**src/rtl/uart_rx.sv**
```systemverilog
// 8N1 UART receiver: 2-flop synchroniser, mid-bit sampling, registered one-cycle strobes.
// Define UART_RX_PARITY_EN to add a parity bit after data bit 7 (PARITY_ODD selects the sense).
module uart_rx #(
  parameter int unsigned CLKS_PER_BIT = 234,
  parameter bit          PARITY_ODD   = 1'b0
) (
  input  logic       clk,
  input  logic       rst,
  input  logic       rx,
  output logic [7:0] data_out,
  output logic       data_valid,
  output logic       frame_err,
  output logic       parity_err,
  output logic [1:0] state_out
);

  localparam int unsigned CntW = $clog2(CLKS_PER_BIT);
  localparam logic [CntW-1:0] CntMax  = CntW'(CLKS_PER_BIT - 1);
  localparam logic [CntW-1:0] CntHalf = CntW'((CLKS_PER_BIT - 1) / 2);

`ifdef UART_RX_PARITY_EN
  // Index 8 is the parity bit; it shares the DATA state.
  localparam int unsigned IdxW = 4;
  localparam logic [IdxW-1:0] LastIdx = 4'd8;
`else
  localparam int unsigned IdxW = 3;
  localparam logic [IdxW-1:0] LastIdx = 3'd7;
`endif

  typedef enum logic [1:0] {
    StIdle  = 2'd0,
    StStart = 2'd1,
    StData  = 2'd2,
    StStop  = 2'd3
  } state_e;

  state_e state_q, state_d;

  logic            rx_meta_q, rx_s_q;
  logic [CntW-1:0] cnt_q, cnt_d;
  logic [IdxW-1:0] bit_idx_q, bit_idx_d;
  logic [7:0]      shift_q, shift_d;
  logic [7:0]      data_q, data_d;
  logic            valid_q, valid_d;
  logic            ferr_q, ferr_d;
  logic            perr_q, perr_d;
  logic            err_hold_q, err_hold_d;
  logic            tick_bit, tick_half;
  logic            par_mismatch;

  assign tick_bit  = (cnt_q == CntMax);
  assign tick_half = (cnt_q == CntHalf);

`ifdef UART_RX_PARITY_EN
  logic par_q, par_d;
  assign par_mismatch = (par_q != (^shift_q ^ PARITY_ODD));
`else
  assign par_mismatch = 1'b0;
`endif

  // Synchroniser for the asynchronous pin; idles high.
  always_ff @(posedge clk) begin
    if (rst) begin
      rx_meta_q <= 1'b1;
      rx_s_q    <= 1'b1;
    end else begin
      rx_meta_q <= rx;
      rx_s_q    <= rx_meta_q;
    end
  end

  always_ff @(posedge clk) begin
    if (rst) begin
      state_q <= StIdle;
    end else begin
      state_q <= state_d;
    end
  end

  always_comb begin
    state_d = state_q;
    unique case (state_q)
      StIdle: begin
        if (!rx_s_q) state_d = StStart;
      end
      StStart: begin
        if (tick_half) state_d = rx_s_q ? StIdle : StData;
      end
      StData: begin
        if (tick_bit && (bit_idx_q == LastIdx)) state_d = StStop;
      end
      StStop: begin
        if (err_hold_q) begin
          if (rx_s_q) state_d = StIdle;
        end else if (tick_bit && rx_s_q) begin
          state_d = StIdle;
        end
      end
      default: state_d = StIdle;
    endcase
  end

  always_comb begin
    cnt_d      = cnt_q + 1'b1;
    bit_idx_d  = bit_idx_q;
    shift_d    = shift_q;
    data_d     = data_q;
    valid_d    = 1'b0;
    ferr_d     = 1'b0;
    perr_d     = 1'b0;
    err_hold_d = err_hold_q;
`ifdef UART_RX_PARITY_EN
    par_d      = par_q;
`endif
    unique case (state_q)
      StIdle: begin
        cnt_d      = '0;
        bit_idx_d  = '0;
        err_hold_d = 1'b0;
      end
      StStart: begin
        bit_idx_d = '0;
        if (tick_half) cnt_d = '0;
      end
      StData: begin
        if (tick_bit) begin
          cnt_d     = '0;
          bit_idx_d = bit_idx_q + 1'b1;
`ifdef UART_RX_PARITY_EN
          if (bit_idx_q == LastIdx) par_d = rx_s_q;
          else                      shift_d = {rx_s_q, shift_q[7:1]};
`else
          shift_d = {rx_s_q, shift_q[7:1]};
`endif
        end
      end
      StStop: begin
        if (err_hold_q) begin
          // Counter frozen while a break holds the line low.
          cnt_d = cnt_q;
        end else if (tick_bit) begin
          if (!rx_s_q) begin
            ferr_d     = 1'b1;
            err_hold_d = 1'b1;
            cnt_d      = cnt_q;
          end else if (par_mismatch) begin
            perr_d = 1'b1;
            cnt_d  = '0;
          end else begin
            valid_d = 1'b1;
            data_d  = shift_q;
            cnt_d   = '0;
          end
        end
      end
      default: cnt_d = '0;
    endcase
  end

  always_ff @(posedge clk) begin
    if (rst) begin
      cnt_q      <= '0;
      bit_idx_q  <= '0;
      shift_q    <= 8'h00;
      data_q     <= 8'h00;
      valid_q    <= 1'b0;
      ferr_q     <= 1'b0;
      perr_q     <= 1'b0;
      err_hold_q <= 1'b0;
`ifdef UART_RX_PARITY_EN
      par_q      <= 1'b0;
`endif
    end else begin
      cnt_q      <= cnt_d;
      bit_idx_q  <= bit_idx_d;
      shift_q    <= shift_d;
      data_q     <= data_d;
      valid_q    <= valid_d;
      ferr_q     <= ferr_d;
      perr_q     <= perr_d;
      err_hold_q <= err_hold_d;
`ifdef UART_RX_PARITY_EN
      par_q      <= par_d;
`endif
    end
  end

  assign data_out   = data_q;
  assign data_valid = valid_q;
  assign frame_err  = ferr_q;
  assign parity_err = perr_q;
  assign state_out  = state_q;

endmodule

```
**config.mk**
```make
export PLATFORM = sky130hd
export DESIGN_NAME = uart_rx
export DESIGN_NICKNAME = d
export VERILOG_FILES = /design/src/rtl/uart_rx.sv
export SDC_FILE = /design/constraint.sdc
export NUM_CORES = 1
export LEC_CHECK = 0
export CORE_MARGIN = 4
export CORE_UTILIZATION = 55
export CTS_CLUSTER_SIZE = 16
export DETAILED_ROUTE_END_ITERATION = 6
export GPL_TIMING_DRIVEN = 0
export PLACE_DENSITY = 0.84
export SYNTH_ARGS = -nofsm -noshare
export SYNTH_HDL_FRONTEND = slang
export SYNTH_SLANG_ARGS = --single-unit
```
**constraint.sdc**
```tcl
create_clock -name clk -period 1.77 [get_ports clk]
set_input_delay 0.354 -clock clk [delete_from_list [all_inputs] [get_ports clk]]
set_output_delay 0.354 -clock clk [all_outputs]
set_load 0.05 [all_outputs]
```
==> flow_metrics.env <==
export IMPL_pre_cts_slack_ns=0.0127
export IMPL_cap_violations=0
export IMPL_critPathArrivalTime_ns=1.88
export IMPL_async_flop_share_pct=0
export IMPL_crit_buf_inv=3
export IMPL_leakage_uw=0.000984
export IMPL_path_delay_family="buffers and inverters"
export IMPL_clk_latency_ns=0.33
export IMPL_post_route_util_pct=66.5
export IMPL_dpl_hpwl_um=2380
export IMPL_gp_congestion=0.799
export IMPL_critPathLaunchType="flop"
export IMPL_yosysTopAreaCellShare_pct=39.4
export IMPL_cts_buffer_depth=2
export IMPL_yosysMostFrequentCell="dfxtp_1"
export IMPL_fin_ws_ns=0.0943
export IMPL_grt_max_degree=11
export IMPL_diodes=0
export IMPL_end_kind="flop"
export IMPL_routed_wl_um=3300
export IMPL_ios=16
export IMPL_dr_total_vias=1251
export IMPL_finalHoldViolCount=0
export IMPL_busiest_layer="met2"
export IMPL_drtIter0Drc=43
export IMPL_required_ns=1.97
export IMPL_ys_top_cells_by_count="dfxtp_1 (34), nor2_1 (23), mux2i_1 (21)"
export IMPL_cpPeakStageDelay_ns=0.37
export IMPL_avgRoutedWirePerCell_um=14.2
export IMPL_fin_crit_ns=1.68
export IMPL_syn_area_um2=1730
export IMPL_synth_seq_cells=34
export IMPL_syn_area_per_cell_um2=10.4
export IMPL_syn_inst=166
export IMPL_pwr_density_cell_nw_per_um2=724
export IMPL_synth_area_top_cells="dfxtp_1 (39%), mux2i_1 (12%), ha_1 (7.2%)"
export IMPL_grt_pass1_vias=1309
export IMPL_grt_ovfl_total=0
export IMPL_fin_cells=233
export IMPL_ant_nets=0
export IMPL_final_nets=202
export IMPL_area_growth_pct=16.5
export IMPL_numPortBuffers=13
export IMPL_clkPwrFrac_pct=26.4
export IMPL_dp_cells=223
export IMPL_synth_nets=179
export IMPL_die_y_um=64.1
export IMPL_p_seq_share_pct=54.6
export IMPL_drive_gt1_share_pct=19.6
export IMPL_track_usage_pct=18.2
export IMPL_coreArea_um2=3030
export IMPL_use_met1_pct=22.7
export IMPL_finClkSkew_ns=0.0138
export IMPL_grt_pass1_wl_um=5840
export IMPL_p_total_uw=1460
export IMPL_p_int_uw=1020
export IMPL_first_pass_iters=4
export IMPL_synth_edf_count=0
export IMPL_fmax_mhz=597
export IMPL_path_clk_slew_ns=0.10
export IMPL_cts_buffers=5
export IMPL_initial_core_util_pct=57.1
export IMPL_path_class="flop to flop"
export IMPL_die_x_um=64.1
export IMPL_critical_path_slowest_cell="dfxtp_2"
export IMPL_synth_largest_area_cell="dfxtp_1"
export IMPL_met3_usage_pct=5.10
export IMPL_swShare_pct=30.0
export IMPL_finalMaxSlewViolations=0
export IMPL_vias_per_cell=5.37
export IMPL_clockRootBuffer="clkbuf_4"
export IMPL_fin_tns_setup_ns=0
export IMPL_rows=20
export IMPL_peakVddDrop_mv=0.649
export IMPL_route_detailed_drc=0
export IMPL_yosysSeqAreaShare_pct=39.4
export IMPL_met2_usage_pct=29.4
export IMPL_crit_path_max_fanout=8
export IMPL_htreeDepth=2
export IMPL_status="complete, no violations"
export IMPL_cts_tree="built"
export IMPL_antenna_found_initial=0
export IMPL_yosysUniqueCellTypes=40
export IMPL_hp_class="primary input to flop"
export IMPL_power_switching_uw=437
export IMPL_die_area_um2=4100
export IMPL_yosysWarnings=0
export IMPL_clock_sinks=34
export IMPL_synth_flop_cell="dfxtp_1"
export IMPL_fin_crit_sh_pct=94.7
export IMPL_p_comb_share_pct=19.0
export IMPL_setup_viol_count_final=0
export IMPL_worstPathCellList="inv_1 -> ha_1 -> and4bb_1 -> buf_6 -> nand3_2 -> buf_2 -> mux2i_1 -> nor2_1"
routing by layer:
layer,routed length (um),vias to the layer above
met4,44,0
met2,1630,21
met5,0,-
met3,116,7
li1,-,630
met1,1510,593
logic make-up (layout without fill, tap and decap cells):
group                      count (synthesis)  count (layout)  synth area share [%]
AOI/OAI and AO/OA                         22              22                  14.5
xor gates and xnor gates                   5               5                  2.53
adders and majority gates                 10              10                  7.24
buffers and inverters                     18              41                  6.15
DFF                                       34              34                  39.4
muxes                                     23              23                  13.5
other                                      1               1                 0.217
and+or+nand+nor                           53              53                  16.6
cell usage in the layout (no fill, tap or decap), drive strengths merged:
cell type / n
buf: 9
and2b: 1
nor4: 1
nand2b: 2
a31oi: 2
clkbuf: 7
mux2: 2
and3: 2
nand2: 4
and2: 4
a41oi: 1
nand4: 3
a211oi: 5
a221oi: 1
nand3: 5
nor2: 23
mux2i: 21
a21oi: 2
o21ai: 1
clkinv: 2
xor2: 5
a32oi: 1
a21boi: 1
or2: 2
or3: 1
o2111ai: 4
ha: 10
nor4b: 1
inv: 9
dlygate4sd2: 12
dlymetal6s2s: 1
a32o: 1
a22oi: 1
nor3: 1
conb: 1
dfxtp: 34
o21bai: 2
clkdlybuf4s50: 1
nor2b: 1
and4bb: 2
state kept, by name, indices dropped and copies added (netlist names), named ones only:
register and flops:
rx_meta_q 1, state_out 1, data_out 8, err_hold_q 1, bit_idx_q 3, shift_q 8
rx_s_q 1, frame_err 1, data_valid 1, cnt_q 8
stage by stage:
stage / hold slack, ns / instance area [um2]
2_1_floorplan: 0.389 / 1730
3_3_place_gp: 0.401 / 1920
3_5_place_dp: 0.421 / 1920
4_1_cts: 0.244 / 1950
5_1_grt: 0.241 / 2010
6_report: 0.255 / 2010
timing repair:
action,4_1_cts,5_1_grt
gates resized for setup,13,9
pin swaps,0,1
cloned,0,1
endpoints found under the setup margin,13,26
buffers inserted,0,2
hold buffers,0,0
power groups by stage:
stage | registers, uW | logic (uW) | clock network [uW]
after global routing | 803 | 298 | 435
after floorplan | 845 | 180 | 0
after global placement | 813 | 261 | 0
after detailed placement | 815 | 272 | 0
final | 797 | 277 | 385
after CTS | 797 | 268 | 393
final cells by class:
| class | count | area, um2 |
|---|---|---|
| Clock buffer | 5 | 37.5 |
| Fill cell | 247 | 1010 |
| Sequential cell | 34 | 686 |
| Buffer | 9 | 80.1 |
| Timing Repair Buffer | 16 | 135 |
| Multi-Input combinational cell | 114 | 977 |
| Tap cell | 44 | 55.1 |
| Inverter | 9 | 33.8 |
| Clock inverter | 2 | 10.0 |
path summary, 6_finish.rpt:
check	end	depth (start not counted)	start	slack [ns]
max reg2reg	bit_idx_q[1]	8	cnt_q[1]	0.09
min reg2reg	rx_s_q	1	rx_meta_q	0.44
max	bit_idx_q[1]	8	cnt_q[1]	0.09
min	rx_meta_q	2	rst	0.25
(Power assumes the default switching activity.)
